==> src/rtl/debounce_pkg.sv <==
// Shared parameters and helpers for the input debounce bank.
// Defaults match the board's push-button bank.
package debounce_pkg;

  localparam int unsigned BTN_CHANNELS   = 4;
  localparam int unsigned BTN_STABLE_CNT = 4;
  localparam int unsigned BTN_PRESCALE   = 1;

  function automatic int cnt_width(input int stable_cnt);
    int w;
    w = $clog2(stable_cnt);
    return (w < 1) ? 1 : w;
  endfunction

endpackage

==> src/rtl/debounce_chan.sv <==
// One debounce channel: 2-flop synchroniser, stability counter,
// clean level and registered rise/fall pulses.
module debounce_chan
  import debounce_pkg::*;
#(
  parameter int   STABLE_CNT  = BTN_STABLE_CNT,
  parameter logic RESET_LEVEL = 1'b0
) (
  input  logic clk,
  input  logic rst,
  input  logic tick_i,
  input  logic sig_i,
  output logic level_o,
  output logic rise_o,
  output logic fall_o
);

  localparam int CW = cnt_width(STABLE_CNT);
  localparam logic [CW-1:0] CNT_MAX = CW'(STABLE_CNT - 1);

  logic          s1_q, sync_q;
  logic          level_q, level_d;
  logic          rise_q, rise_d;
  logic          fall_q, fall_d;
  logic [CW-1:0] cnt_q, cnt_d;

  always_comb begin
    level_d = level_q;
    cnt_d   = cnt_q;
    rise_d  = 1'b0;
    fall_d  = 1'b0;
    if (tick_i) begin
      if (sync_q == level_q) begin
        cnt_d = '0;
      end else if (cnt_q == CNT_MAX) begin
        level_d = sync_q;
        cnt_d   = '0;
        rise_d  = sync_q;
        fall_d  = ~sync_q;
      end else begin
        cnt_d = cnt_q + 1'b1;
      end
    end
  end

  always_ff @(posedge clk) begin
    if (rst) begin
      s1_q    <= RESET_LEVEL;
      sync_q  <= RESET_LEVEL;
      level_q <= RESET_LEVEL;
      cnt_q   <= '0;
      rise_q  <= 1'b0;
      fall_q  <= 1'b0;
    end else begin
      s1_q    <= sig_i;
      sync_q  <= s1_q;
      level_q <= level_d;
      cnt_q   <= cnt_d;
      rise_q  <= rise_d;
      fall_q  <= fall_d;
    end
  end

  assign level_o = level_q;
  assign rise_o  = rise_q;
  assign fall_o  = fall_q;

endmodule

==> src/rtl/debounce_bank.sv <==
// Multi-channel debounce bank: shared sample-tick prescaler feeding
// independent per-channel qualifiers.
module debounce_bank
  import debounce_pkg::*;
#(
  parameter int                   CHANNELS    = BTN_CHANNELS,
  parameter int                   STABLE_CNT  = BTN_STABLE_CNT,
  parameter int                   PRESCALE    = BTN_PRESCALE,
  parameter logic                 RESET_LEVEL = 1'b0
) (
  input  logic                clk,
  input  logic                rst,
  input  logic [CHANNELS-1:0] sig_i,
  output logic [CHANNELS-1:0] level_o,
  output logic [CHANNELS-1:0] rise_o,
  output logic [CHANNELS-1:0] fall_o,
  output logic                any_change_o
);

  localparam int PW = cnt_width(PRESCALE);
  localparam logic [PW-1:0] PRE_MAX = PW'(PRESCALE - 1);

  if (STABLE_CNT < 1) begin : g_bad_stable
    $error("debounce_bank: STABLE_CNT must be >= 1");
  end
  if (PRESCALE < 1) begin : g_bad_prescale
    $error("debounce_bank: PRESCALE must be >= 1");
  end

  logic [PW-1:0] pre_q, pre_d;
  logic          tick;

  // With PRESCALE=1 the counter stays at 0 == PRE_MAX, so tick is constant.
  assign tick  = (pre_q == PRE_MAX);
  assign pre_d = tick ? '0 : pre_q + 1'b1;

  always_ff @(posedge clk) begin
    if (rst) pre_q <= '0;
    else     pre_q <= pre_d;
  end

  for (genvar c = 0; c < CHANNELS; c++) begin : g_chan
    debounce_chan #(
      .STABLE_CNT (STABLE_CNT),
      .RESET_LEVEL(RESET_LEVEL)
    ) u_chan (
      .clk    (clk),
      .rst    (rst),
      .tick_i (tick),
      .sig_i  (sig_i[c]),
      .level_o(level_o[c]),
      .rise_o (rise_o[c]),
      .fall_o (fall_o[c])
    );
  end

  assign any_change_o = |(rise_o | fall_o);

endmodule

==> config.mk <==
export PLATFORM = sky130hd
export DESIGN_NAME = debounce_bank
export DESIGN_NICKNAME = d
export VERILOG_FILES = /design/src/rtl/debounce_pkg.sv /design/src/rtl/debounce_chan.sv /design/src/rtl/debounce_bank.sv
export SDC_FILE = /design/constraint.sdc
export NUM_CORES = 1
export LEC_CHECK = 0
export ABC_AREA = 1
export CORE_AREA = 2 2 51 53
export CTS_CLUSTER_DIAMETER = 50
export DETAILED_ROUTE_END_ITERATION = 10
export DIE_AREA = 0 0 53 55
export GPL_TIMING_DRIVEN = 0
export PLACE_DENSITY = 0.86
export RECOVER_POWER = 25
export SLEW_MARGIN = 30
export SYNTH_ARGS = -nofsm -noshare
export SYNTH_HDL_FRONTEND = slang
export SYNTH_SLANG_ARGS = --single-unit
==> constraint.sdc <==
create_clock -name clk -period 2.1 [get_ports clk]
set_input_delay 0.42 -clock clk [delete_from_list [all_inputs] [get_ports clk]]
set_output_delay 0.42 -clock clk [all_outputs]
set_load 0.05 [all_outputs]
# Word level (Yosys, flattened, before mapping)
# Cells that the tools add are included.
[word_totals]
romBits = 0
wordCells = 70
in_bits = 6
out_inout_bits = 13
regBits = 29
ramBits = 0
mem_count = 0
latchBits = 0
[classes]
reduce_logical = 10
multipliers = 0
n_addsub = 5
mux = 8
shift = 0
order_cmp = 0
n_bitwise = 14
eq_ne = 8
n_div = 0
[ops]
columns = ["cell", "n"]
rows = [
  ["4-bit OR reduction", 5],
  ["2-bit two-way mux", 8],
  ["1-bit NOT", 13],
  ["3-bit AND reduction", 4],
  ["2-bit by 1-bit adder with 2-bit output, second input constant", 4],
  ["2-bit == test, second input constant", 4],
  ["1-bit == test", 4],
  ["4-bit OR", 1],
  ["2-bit OR reduction", 1],
  ["1-bit adder, second input constant", 1],
]

# Logic depth before layout (Yosys ltp)
# Gate-level depths: netlist of run 1.
[depth]
ltp_word = 3
mapped_depth = 6
depth_no_buf = 5

# Cells and area by module
# From an unflattened synthesis of run 1, not the netlist that was laid out.
[hier_totals]
hier_cells = 138
hier_area_um2 = 1124.8
[by_module_without_submodules]
columns = ["module", "cells_each", "area_per_inst_um2", "seq_area_each_um2", "instances"]
rows = [
  ["debounce_chan", 30, 260.2, 140.1, 4],
  ["debounce_bank", 18, 83.8, 20.0, 1],
]

# Least setup slack after synthesis of run 1
# Ideal clock, no wire load.
[synth_timing]
path_kind = "register -> output"
start = "register g_chan[1].u_chan.fall_q"
end = "output any_change_o"
slack_ns = 0.815
n_path_buf = 0
required_time_ns = 1.680
stages_incl_launch_ff = 3
arrival_ns = 0.865
path_cell_list = "dfxtp_1 -> nor2_1 -> nand4_1"
[synth_between]
elab_chain_len = 2
[synth_lines]
columns = ["item", "line_no", "source"]
rows = [
  ["start, declared", "debounce_chan.sv:24", "logic fall_q, fall_d;"],
  ["start signal, assigned", "debounce_chan.sv:60", "fall_q <= fall_d;"],
  ["4-bit OR", "debounce_bank.sv:57", "assign any_change_o = |(rise_o | fall_o);"],
  ["4-bit OR reduction", "debounce_bank.sv:57", ""],
  ["end, declared", "debounce_bank.sv:17", "output logic any_change_o"],
]
# No other way between the ends.

# Worst setup path after layout of run 1
[layout_timing]
start = "register g_chan[3].u_chan.level_q"
end = "output level_o[3]"
[layout_rtl]
columns = ["item", "line_no", "source"]
rows = [
  ["start, declared", "debounce_chan.sv:22", "logic level_q, level_d;"],
  ["start signal, assigned", "debounce_chan.sv:57", "level_q <= level_d;"],
  ["end, declared", "debounce_bank.sv:14", "output logic [CHANNELS-1:0] level_o,"],
]
# No word-level cell between the ends.

==> reports/metrics.cfg, run 1 <==
[floorplanning]
rows = 18
start_util_pct = 52.96
io_pins = 19
die_height_um = 55
die_area_um2 = 2915
core_area_um2 = 2365
die_w_um = 53

[timing]
slew_violations = 0
slew-limit-headroom_pct = 66.11
clock.fmax_mhz = 491.7
clock_skew_ps = 6.677
fin_ws_ps = 66.29
hold_violations = 0
rsz0062_at_grt = false
finalHoldWorstSlack_ps = 409.3
tns_ps = 0
worstMarginPinSlew_ps = 506.7
finalSetupViolCount = 0
finalWorstPathRequiredPeriod_ps = 2034
timing.final.crit_share_pct = 96.84

[yosys]
syn-mean-instance-area_um2 = 7.927
yosysWarningCount = 0
async_reset_ff_share_pct = 0
synth_fp_nets = 168
netlist_area_um2 = 1252
synth.distinct_cells = 14
synth_edf_count = 0
ys.flop_type = dfxtp_1
ys_ff_latch = 29
seq_area_frac_synth_pct = 46.35
synthCells = 158

[min_path]
hold_class = reg2reg
min_path_cells = 2

[finish]
final_cells = 214
drive_gt1_share_pct = 11.96
finish.net_count = 193
syn2layout_area_growth_pct = 21.78
n_antenna_cell = 0
final_area_um2 = 1525

[clocking]
clkTransAtPathRegs_ps = 80
clkSinkCount = 29
cts.path.max_buffers = 2
cts_buffers = 5
cts_max_level = 2
clkLatencyLatePin_ps = 320
cts_tree = built
root_buffer = clkbuf_4
post-cts-setup-buffers = 0

[critical_path]
ff2ff_path_depth = 5
crit_type = reg2out
required_ps = 1680
start_kind = flop
end_kind = output port
crit_arrival_ps = 1610
path_max_fanout = 4

[placement]
post_dp_cell_area_um2 = 1470
portBuffers = 18
placed_cells = 206
post-place-ws_ps = 389.9
place_congestion = 0.7357
dp_hpwl_um = 1823

[routing]
num_vias = 1036
drtAntennaViolNets = 0
routed_wl_um = 2429
routed_via_density = 4.841
drc = 0
wl_per_cell_um = 11.35
drt_iter0_drc = 34
first_pass_iters = 6

[power]
p_per_area_nw_per_um2 = 610.9
p_leak_nw = 0.7845
ir_drop_v = 0.0004783

[grt]
grt-ovfl-total = 0
track_usage_pct = 20.15
grt_pass1_wl_um = 4015
grt_max_degree = 11
antenna_found_initial = 0
grt_pass1_vias = 1042

[job]
drv_cap = 0

[run_status]
status = finished clean

==> cells in the mapped netlist, types with 2 or more instances <==
master / number / area share [%]
nand4_1: 21 / 10
o21ai_0: 4 / 1.6
a21oi_1: 8 / 3.2
ha_1: 4 / 4.0
inv_1: 33 / 9.9
dfxtp_1: 29 / 46
nand2_1: 20 / 6.0
nor2_1: 20 / 6.0
buf_4: 13 / 7.8
buf_8: 2 / 2.4
==> cell families (layout without fill, tap and decap cells) <==
logic type,Yosys count,after routing,share of synthesized area [%]
buf+inv,51,77,22.08
fa+ha+maj,4,4,3.996
other cells,1,1,0.2994
simple gates,61,61,22.48
compound gates,12,12,4.795
flops,29,29,46.35
==> worst max-delay path, cell delays in order (launching register included) <==
cell and delay (ps):
dfxtp_1 370, buf_4 120, clkdlybuf4s50_1 800
==> sequential cells by signal (all words and copies together) (netlist names) <==
signal,count
g_chan.u_chan.cnt_q,8
g_chan.u_chan.fall_o,4
g_chan.u_chan.level_o,4
g_chan.u_chan.rise_o,4
g_chan.u_chan.s1_q,4
g_chan.u_chan.sync_q,4
pre_q,1
==> layout make-up <==
class,count,area [um2]
plain buffers,17,142.6
clock buffers,8,48.80
fillers,202,839.6
inverters,34,132.6
multi-input cells,78,395.4
flip-flops and latches,29,580.6
well taps,30,37.54
repair buffers,18,187.7
==> routing by layer <==
layer | vias up | GRT usage, % | wire (um)
met4 | 0 | 15.38 | 48
met5 | - | 0 | 0
met2 | 40 | 37.71 | 1378
li1 | 529 | - | -
met3 | 6 | 6.989 | 158
met1 | 461 | 17.73 | 845
==> through the flow <==
step / power [mW] / utilization (%)
after CTS: 0.9435 / 64.23
after global routing: 0.9761 / 64.50
after floorplan: 0.6147 / -
final: 0.9318 / 64.50
after global placement: 0.6312 / 62.17
after detailed placement: 0.6343 / 62.17
==> repair_timing <==
item                       in CTS  in global routing
hold buffers                    0                  0
setup endpoints to repair       0                  3
gates resized for setup         0                  3
==> cells in the final DEF, fill, tap and decap left out <==
| master | count |
|---|---|
| buf_4 | 13 |
| ha_1 | 4 |
| nand2_1 | 20 |
| nor2_1 | 20 |
| a21oi_1 | 8 |
| nand4_1 | 21 |
| conb_1 | 1 |
| clkbuf_1 | 4 |
| inv_6 | 1 |
| buf_6 | 1 |
| dfxtp_1 | 29 |
| clkbuf_4 | 5 |
| dlymetal6s2s_1 | 3 |
| o21ai_0 | 4 |
| inv_1 | 33 |
| buf_8 | 2 |
| dlygate4sd3_1 | 1 |
| clkdlybuf4s50_1 | 14 |
==> final timing paths <==
check        slack, ps                 startpoint                  endpoint
max                 70   g_chan[3].u_chan.level_o                level_o[3]
min                410      g_chan[1].u_chan.s1_q   g_chan[1].u_chan.sync_q
max reg2reg       1110  g_chan[2].u_chan.cnt_q[0]  g_chan[2].u_chan.level_o
min reg2reg        410      g_chan[1].u_chan.s1_q   g_chan[1].u_chan.sync_q
==> where the power goes <==
group          switching, mW  internal (mW)  total [mW]
Clock                  0.177          0.133       0.310
Combinational         0.0305         0.0247      0.0552
Sequential           0.00550          0.561       0.566
Total                  0.213          0.718       0.932
Power figures use the tool's default switching activity.
==> inputs of run 2 (changes only) <==
--- a/config.mk
+++ b/config.mk
@@ -6,6 +6,7 @@
 export NUM_CORES = 1
 export LEC_CHECK = 0
 export ABC_AREA = 1
+export CAP_MARGIN = 5
 export CORE_AREA = 2 2 51 53
 export CTS_CLUSTER_DIAMETER = 50
 export DETAILED_ROUTE_END_ITERATION = 10
==> results of run 2 <==
No change in the layout: final DEF, timing and power equal those of run 1.
